### src/rtl/hud_pkg.sv
// Shared HUD definitions: word count, font word type and the VRAM writer state encoding.
// Also used by the HUD text generator and the text renderer.
package hud_pkg;

   // Seven 32-bit font words: score text, score digits, life markers.
   localparam int unsigned N_HUD_WORDS = 7;
   localparam int unsigned HUD_IDX_W   = $clog2(N_HUD_WORDS);

   // Four characters per word, byte0 is the leftmost character.
   typedef logic [31:0] font_word_t;

   typedef enum logic [1:0] {
      IDLE,
      CAPTURE,
      WRITE,
      DONE
   } hud_wr_state_t;

   // Index of the final word of a sweep.
   function automatic logic [HUD_IDX_W-1:0] hud_last_idx();
      return HUD_IDX_W'(N_HUD_WORDS - 1);
   endfunction

endpackage

### src/rtl/hud_vram_writer_rise_detect.sv
// Registered rising-edge detector for frame-sync style level inputs.
module rise_detect (
   input  logic Clk,
   input  logic Reset,
   input  logic in_i,
   output logic rise_o
);

   logic in_q;

   // Delayed copy of the input level.
   always_ff @(posedge Clk) begin
      if (Reset) begin
         in_q <= 1'b0;
      end else begin
         in_q <= in_i;
      end
   end

   assign rise_o = in_i & ~in_q;

endmodule

### src/rtl/hud_vram_writer.sv
// Copies the seven HUD font words into text-mode VRAM once per frame, on a vsync
// rise, and only when the HUD content changed since the last completed update.
// Writes always come from a snapshot taken in CAPTURE, so a sweep is never torn.
module hud_vram_writer
   import hud_pkg::*;
#(
   parameter int unsigned BASE_ADDR = 0,
   parameter int unsigned ADDR_W    = 11
) (
   input  logic                                Clk,
   input  logic                                Reset,
   input  logic                                vsync,
   input  logic [N_HUD_WORDS-1:0][31:0]        reg_font_in,
   input  logic                                vram_gnt,
   output logic                                vram_req,
   output logic [ADDR_W-1:0]                   vram_addr,
   output logic [31:0]                         vram_wdata,
   output logic [3:0]                          vram_we,
   output logic                                busy,
   output logic                                update_done,
   output logic [7:0]                          update_count
);

   // The HUD block must not wrap around the top of the VRAM address space.
   if ((longint'(BASE_ADDR) + longint'(N_HUD_WORDS) - 1) >= (longint'(1) << ADDR_W)) begin : g_addr_chk
      $error("hud_vram_writer: BASE_ADDR + %0d does not fit in ADDR_W bits", N_HUD_WORDS - 1);
   end

   localparam logic [ADDR_W-1:0] BaseAddr = ADDR_W'(BASE_ADDR);

   hud_wr_state_t                  state_q, state_d;
   logic [HUD_IDX_W-1:0]           idx_q, idx_d;
   logic [N_HUD_WORDS-1:0][31:0]   shadow_q, shadow_d;
   logic [N_HUD_WORDS-1:0][31:0]   last_q, last_d;
   logic                           force_q, force_d;
   logic [7:0]                     count_q, count_d;
   logic                           rise;

   rise_detect u_rise_detect (
      .Clk    (Clk),
      .Reset  (Reset),
      .in_i   (vsync),
      .rise_o (rise)
   );

   // State, snapshot and bookkeeping registers; force_q starts set so the first
   // frame after reset always paints the HUD.
   always_ff @(posedge Clk) begin
      if (Reset) begin
         state_q  <= IDLE;
         idx_q    <= '0;
         shadow_q <= '0;
         last_q   <= '0;
         force_q  <= 1'b1;
         count_q  <= '0;
      end else begin
         state_q  <= state_d;
         idx_q    <= idx_d;
         shadow_q <= shadow_d;
         last_q   <= last_d;
         force_q  <= force_d;
         count_q  <= count_d;
      end
   end

   // Next-state logic and Moore outputs of the update sweep.
   always_comb begin
      state_d     = state_q;
      idx_d       = idx_q;
      shadow_d    = shadow_q;
      last_d      = last_q;
      force_d     = force_q;
      count_d     = count_q;
      vram_req    = 1'b0;
      vram_addr   = '0;
      vram_wdata  = '0;
      vram_we     = 4'h0;
      update_done = 1'b0;

      case (state_q)
         IDLE: begin
            // Rises seen in any other state are dropped on purpose.
            if (rise) begin
               state_d = CAPTURE;
            end
         end

         CAPTURE: begin
            shadow_d = reg_font_in;
            if (force_q || (reg_font_in != last_q)) begin
               idx_d   = '0;
               state_d = WRITE;
            end else begin
               state_d = IDLE;
            end
         end

         WRITE: begin
            vram_req   = 1'b1;
            vram_addr  = BaseAddr + ADDR_W'(idx_q);
            vram_wdata = shadow_q[idx_q];
            vram_we    = 4'hF;
            // Without a grant everything holds; the arbiter decides when we proceed.
            if (vram_gnt) begin
               if (idx_q == hud_last_idx()) begin
                  state_d = DONE;
               end else begin
                  idx_d = idx_q + 1'b1;
               end
            end
         end

         DONE: begin
            last_d      = shadow_q;
            force_d     = 1'b0;
            update_done = 1'b1;
            count_d     = count_q + 8'd1;
            state_d     = IDLE;
         end

         default: begin
            state_d = IDLE;
         end
      endcase
   end

   assign busy         = (state_q != IDLE);
   assign update_count = count_q;

endmodule

### config.mk
export PLATFORM = sky130hd
export DESIGN_NAME = hud_vram_writer
export DESIGN_NICKNAME = d
export VERILOG_FILES = /design/src/rtl/hud_pkg.sv /design/src/rtl/hud_vram_writer_rise_detect.sv /design/src/rtl/hud_vram_writer.sv
export SDC_FILE = /design/constraint.sdc
export NUM_CORES = 1
export LEC_CHECK = 0
export BUFFER_PORTS_ARGS = -buffer_cell sky130_fd_sc_hd__buf_2
export CAP_MARGIN = 10
export CORE_MARGIN = 2
export CORE_UTILIZATION = 60
export DETAILED_ROUTE_END_ITERATION = 12
export MAX_ROUTING_LAYER = met4
export PLACE_DENSITY = 0.88
export SLEW_MARGIN = 20
export SYNTH_ARGS = -nofsm -noshare
export SYNTH_HDL_FRONTEND = slang
export SYNTH_HIERARCHICAL = 1
export SYNTH_SLANG_ARGS = --single-unit
### constraint.sdc
create_clock -name Clk -period 6.1 [get_ports Clk]
set_clock_uncertainty 0.2 [all_clocks]
set_input_delay 0.61 -clock Clk [delete_from_list [all_inputs] [get_ports Clk]]
set_output_delay 0.61 -clock Clk [all_outputs]
set_load 0.01 [all_outputs]
==> results.json <==
{
  "synthesis.area_sq_um": 20600,
  "grt.total_usage_pct": 47.4,
  "min_period_ns": 4.15,
  "hp-class": "in2reg",
  "ctsHoldBuffers": 0,
  "ys.flop_type": "dfxtp_1",
  "num_vias": 20900,
  "drive_above_1_share_pct": 14.8,
  "cp.required_ns": 5.29,
  "cts_sinks": 463,
  "layout.nets": 3053,
  "ant_nets": 0,
  "powerDensity_nw_per_um2": 301,
  "antenna_found_initial": 6,
  "max_freq_ghz": 0.241,
  "gp_congestion": 1.13,
  "timing.final.ws_setup_ns": 1.95,
  "firstDrtPassIters": 7,
  "drc": 0,
  "routed_wl_mm": 84.1,
  "synth_cell_types": 50,
  "final_cell_mix": "nand2_1 (907), a21oi_1 (483), dfxtp_1 (460)",
  "htree_levels": 2,
  "cts_resized": 0,
  "fp.dieArea_sq_um": 35800,
  "drv_slew": 0,
  "grt-ovfl-total": 0,
  "cts_buffers": 47,
  "slew_headroom_pct": 22.8,
  "p_total_w": 0.00714,
  "post-cts-setup-buffers": 0,
  "grt_pass1_vias": 19200,
  "root_buffer": "clkbuf_16",
  "initialDrtViolationCount": 3358,
  "rows": 67,
  "grt_pass1_wl_mm": 122,
  "setup_viol": 0,
  "synthCells": 2664,
  "rsz0062_at_grt": "no",
  "cp_max_fo": 44,
  "setup_tns_ns": 0,
  "synth_edf_count": 0,
  "cts.reportedPaths.clkPinSlew_ns": 0.06,
  "criticalPathCategory": "reg2out",
  "status": "complete, no violations",
  "dp_worst_setup_slack_ns": 2.53,
  "io_pins": 286,
  "clockBufferDepth": 3,
  "leakagePower_nw": 8.59,
  "hpwl_mm": 60.7,
  "drv_cap": 0,
  "via_per_inst": 6.29,
  "worst_pin_slew_ns": 1.15,
  "wl_per_cell_um": 25.4,
  "crit_path_start_kind": "flop",
  "start_util_pct": 61.1,
  "ys_ff_latch": 463,
  "fin_crit_sh_pct": 68.0,
  "grt_max_degree": 223,
  "max-vdd-ir-drop_v": 0.000269,
  "final_common_cell": "nand2_1",
  "die_x_um": 189,
  "cts_tree": "done",
  "core_area_sq_um": 33600,
  "crit_path_end_kind": "primary output",
  "arrival_ns": 3.34,
  "ys_seq_area_share_pct": 45.1,
  "port-buffer-count": 277,
  "utilization_pct": 70.5,
  "syn_to_final_growth_pct": 15.3,
  "async_flop_share_pct": 0,
  "yosysWarningCount": 6,
  "insertion_delay_ns": 0.60,
  "hold_viol": 0,
  "dieHeight_um": 189,
  "avgSynthCellArea_sq_um": 7.72
}
## kinds of logic after synthesis
logic type	count (synthesis)	share of synthesized area (%)
buffers and inverters	282	5.42
other	1	0.0182
multiplexers	66	5.17
adder cells (fa/ha/maj)	3	0.183
AO/OA/AOI/OAI	607	16.5
flip-flops	463	45.1
AND/OR/NAND/NOR	1105	21.7
XOR/XNOR	137	5.84
## Yosys cell counts (2+ instances only)
| cell | number | area, sq um |
|---|---|---|
| nor2b_1 | 26 | 163 |
| dfxtp_1 | 463 | 9270 |
| inv_1 | 88 | 330 |
| mux2i_1 | 33 | 330 |
| a21oi_1 | 483 | 2420 |
| ha_1 | 3 | 37.5 |
| buf_1 | 20 | 75.1 |
| nand2b_1 | 16 | 100 |
| xor2_1 | 79 | 692 |
| buf_4 | 14 | 105 |
| o2111ai_1 | 6 | 52.6 |
| a2111o_1 | 7 | 78.8 |
| nor3_1 | 3 | 15.0 |
| a221oi_1 | 12 | 105 |
| and2_1 | 2 | 12.5 |
| nor4_1 | 27 | 169 |
| xnor2_1 | 58 | 508 |
| a31o_1 | 2 | 17.5 |
| clkbuf_1 | 157 | 589 |
| nor2b_4 | 2 | 27.5 |
| nor2_1 | 82 | 308 |
| inv_2 | 2 | 7.51 |
| nand4_1 | 26 | 163 |
| o2bb2ai_1 | 8 | 70.1 |
| and3_1 | 2 | 12.5 |
| a2111oi_0 | 9 | 78.8 |
| nand2_1 | 908 | 3410 |
| a211oi_1 | 32 | 240 |
| a22o_1 | 5 | 43.8 |
| o22ai_1 | 34 | 213 |
| mux4_2 | 32 | 721 |
| nand3_1 | 5 | 25.0 |
## sequential cells by signal, summed over array words and instances, names as in the netlist, named ones only
name / flops
force_q: 1
idx_q: 3
last_q: 224
shadow_q: 224
state_q: 1
u_rise_detect/in_q: 1
update_count: 8
## per-layer routing
metal,vias to the layer above,GRT usage [%],wire [um]
met5,-,-,0
met4,0,20.4,4040
met3,236,12.8,11700
met2,1551,67.1,35600
met1,9900,63.6,32800
li1,9163,-,-
## critical path, stage by stage, from the launching register on
cell and delay, ns:
dfxtp_4 0.96, buf_4 0.66, mux4_2 0.40, nor2_1 0.06
a211oi_1 0.43, buf_2 0.22
## stage by stage
stage | area, sq um | instances | hold slack [ns]
floorplan | 20600 | 2671 | 0.222
global placement | 22000 | 3221 | 0.238
detailed placement | 22000 | 3221 | 0.246
CTS | 23700 | 3305 | 0.0597
global route | 23700 | 3311 | 0.0797
finish | 23700 | 3313 | 0.0715
## worst paths after layout
path | depth (start not counted) | slack, ns | to | start
max | 5 | 1.95 | vram_wdata[21] | idx_q[1]$_SDFFE_PP0P_
max reg2reg | 6 | 2.87 | flop | last_q[138]$_SDFFE_PP0P_
min | 3 | 0.07 | shadow_q[38]$_SDFFE_PP0P_ | reg_font_in[38]
min reg2reg | 2 | 0.26 | last_q[117]$_SDFFE_PP0P_ | last_q[117]$_SDFFE_PP0P_
## final cells by class
class,count,area (sq um)
multi-input combinational,1926,10200
timing repair buffer,294,1560
inverter,90,343
clock buffer,62,1320
antenna,8,20.0
fill,2509,9920
clock inverter,22,380
sequential,463,9280
tap,448,561
## power by group
| part | switching [W] | leakage (nW) | internal [W] | total, W |
|---|---|---|---|---|
| logic | 0.000504 | 4.01 | 0.000214 | 0.000718 |
| clock network | 0.00126 | 0.834 | 0.00195 | 0.00321 |
| registers | 0.0000958 | 3.75 | 0.00312 | 0.00321 |
| total | 0.00186 | 8.59 | 0.00528 | 0.00714 |
Note: power is estimated with default switching activity, not from simulation.
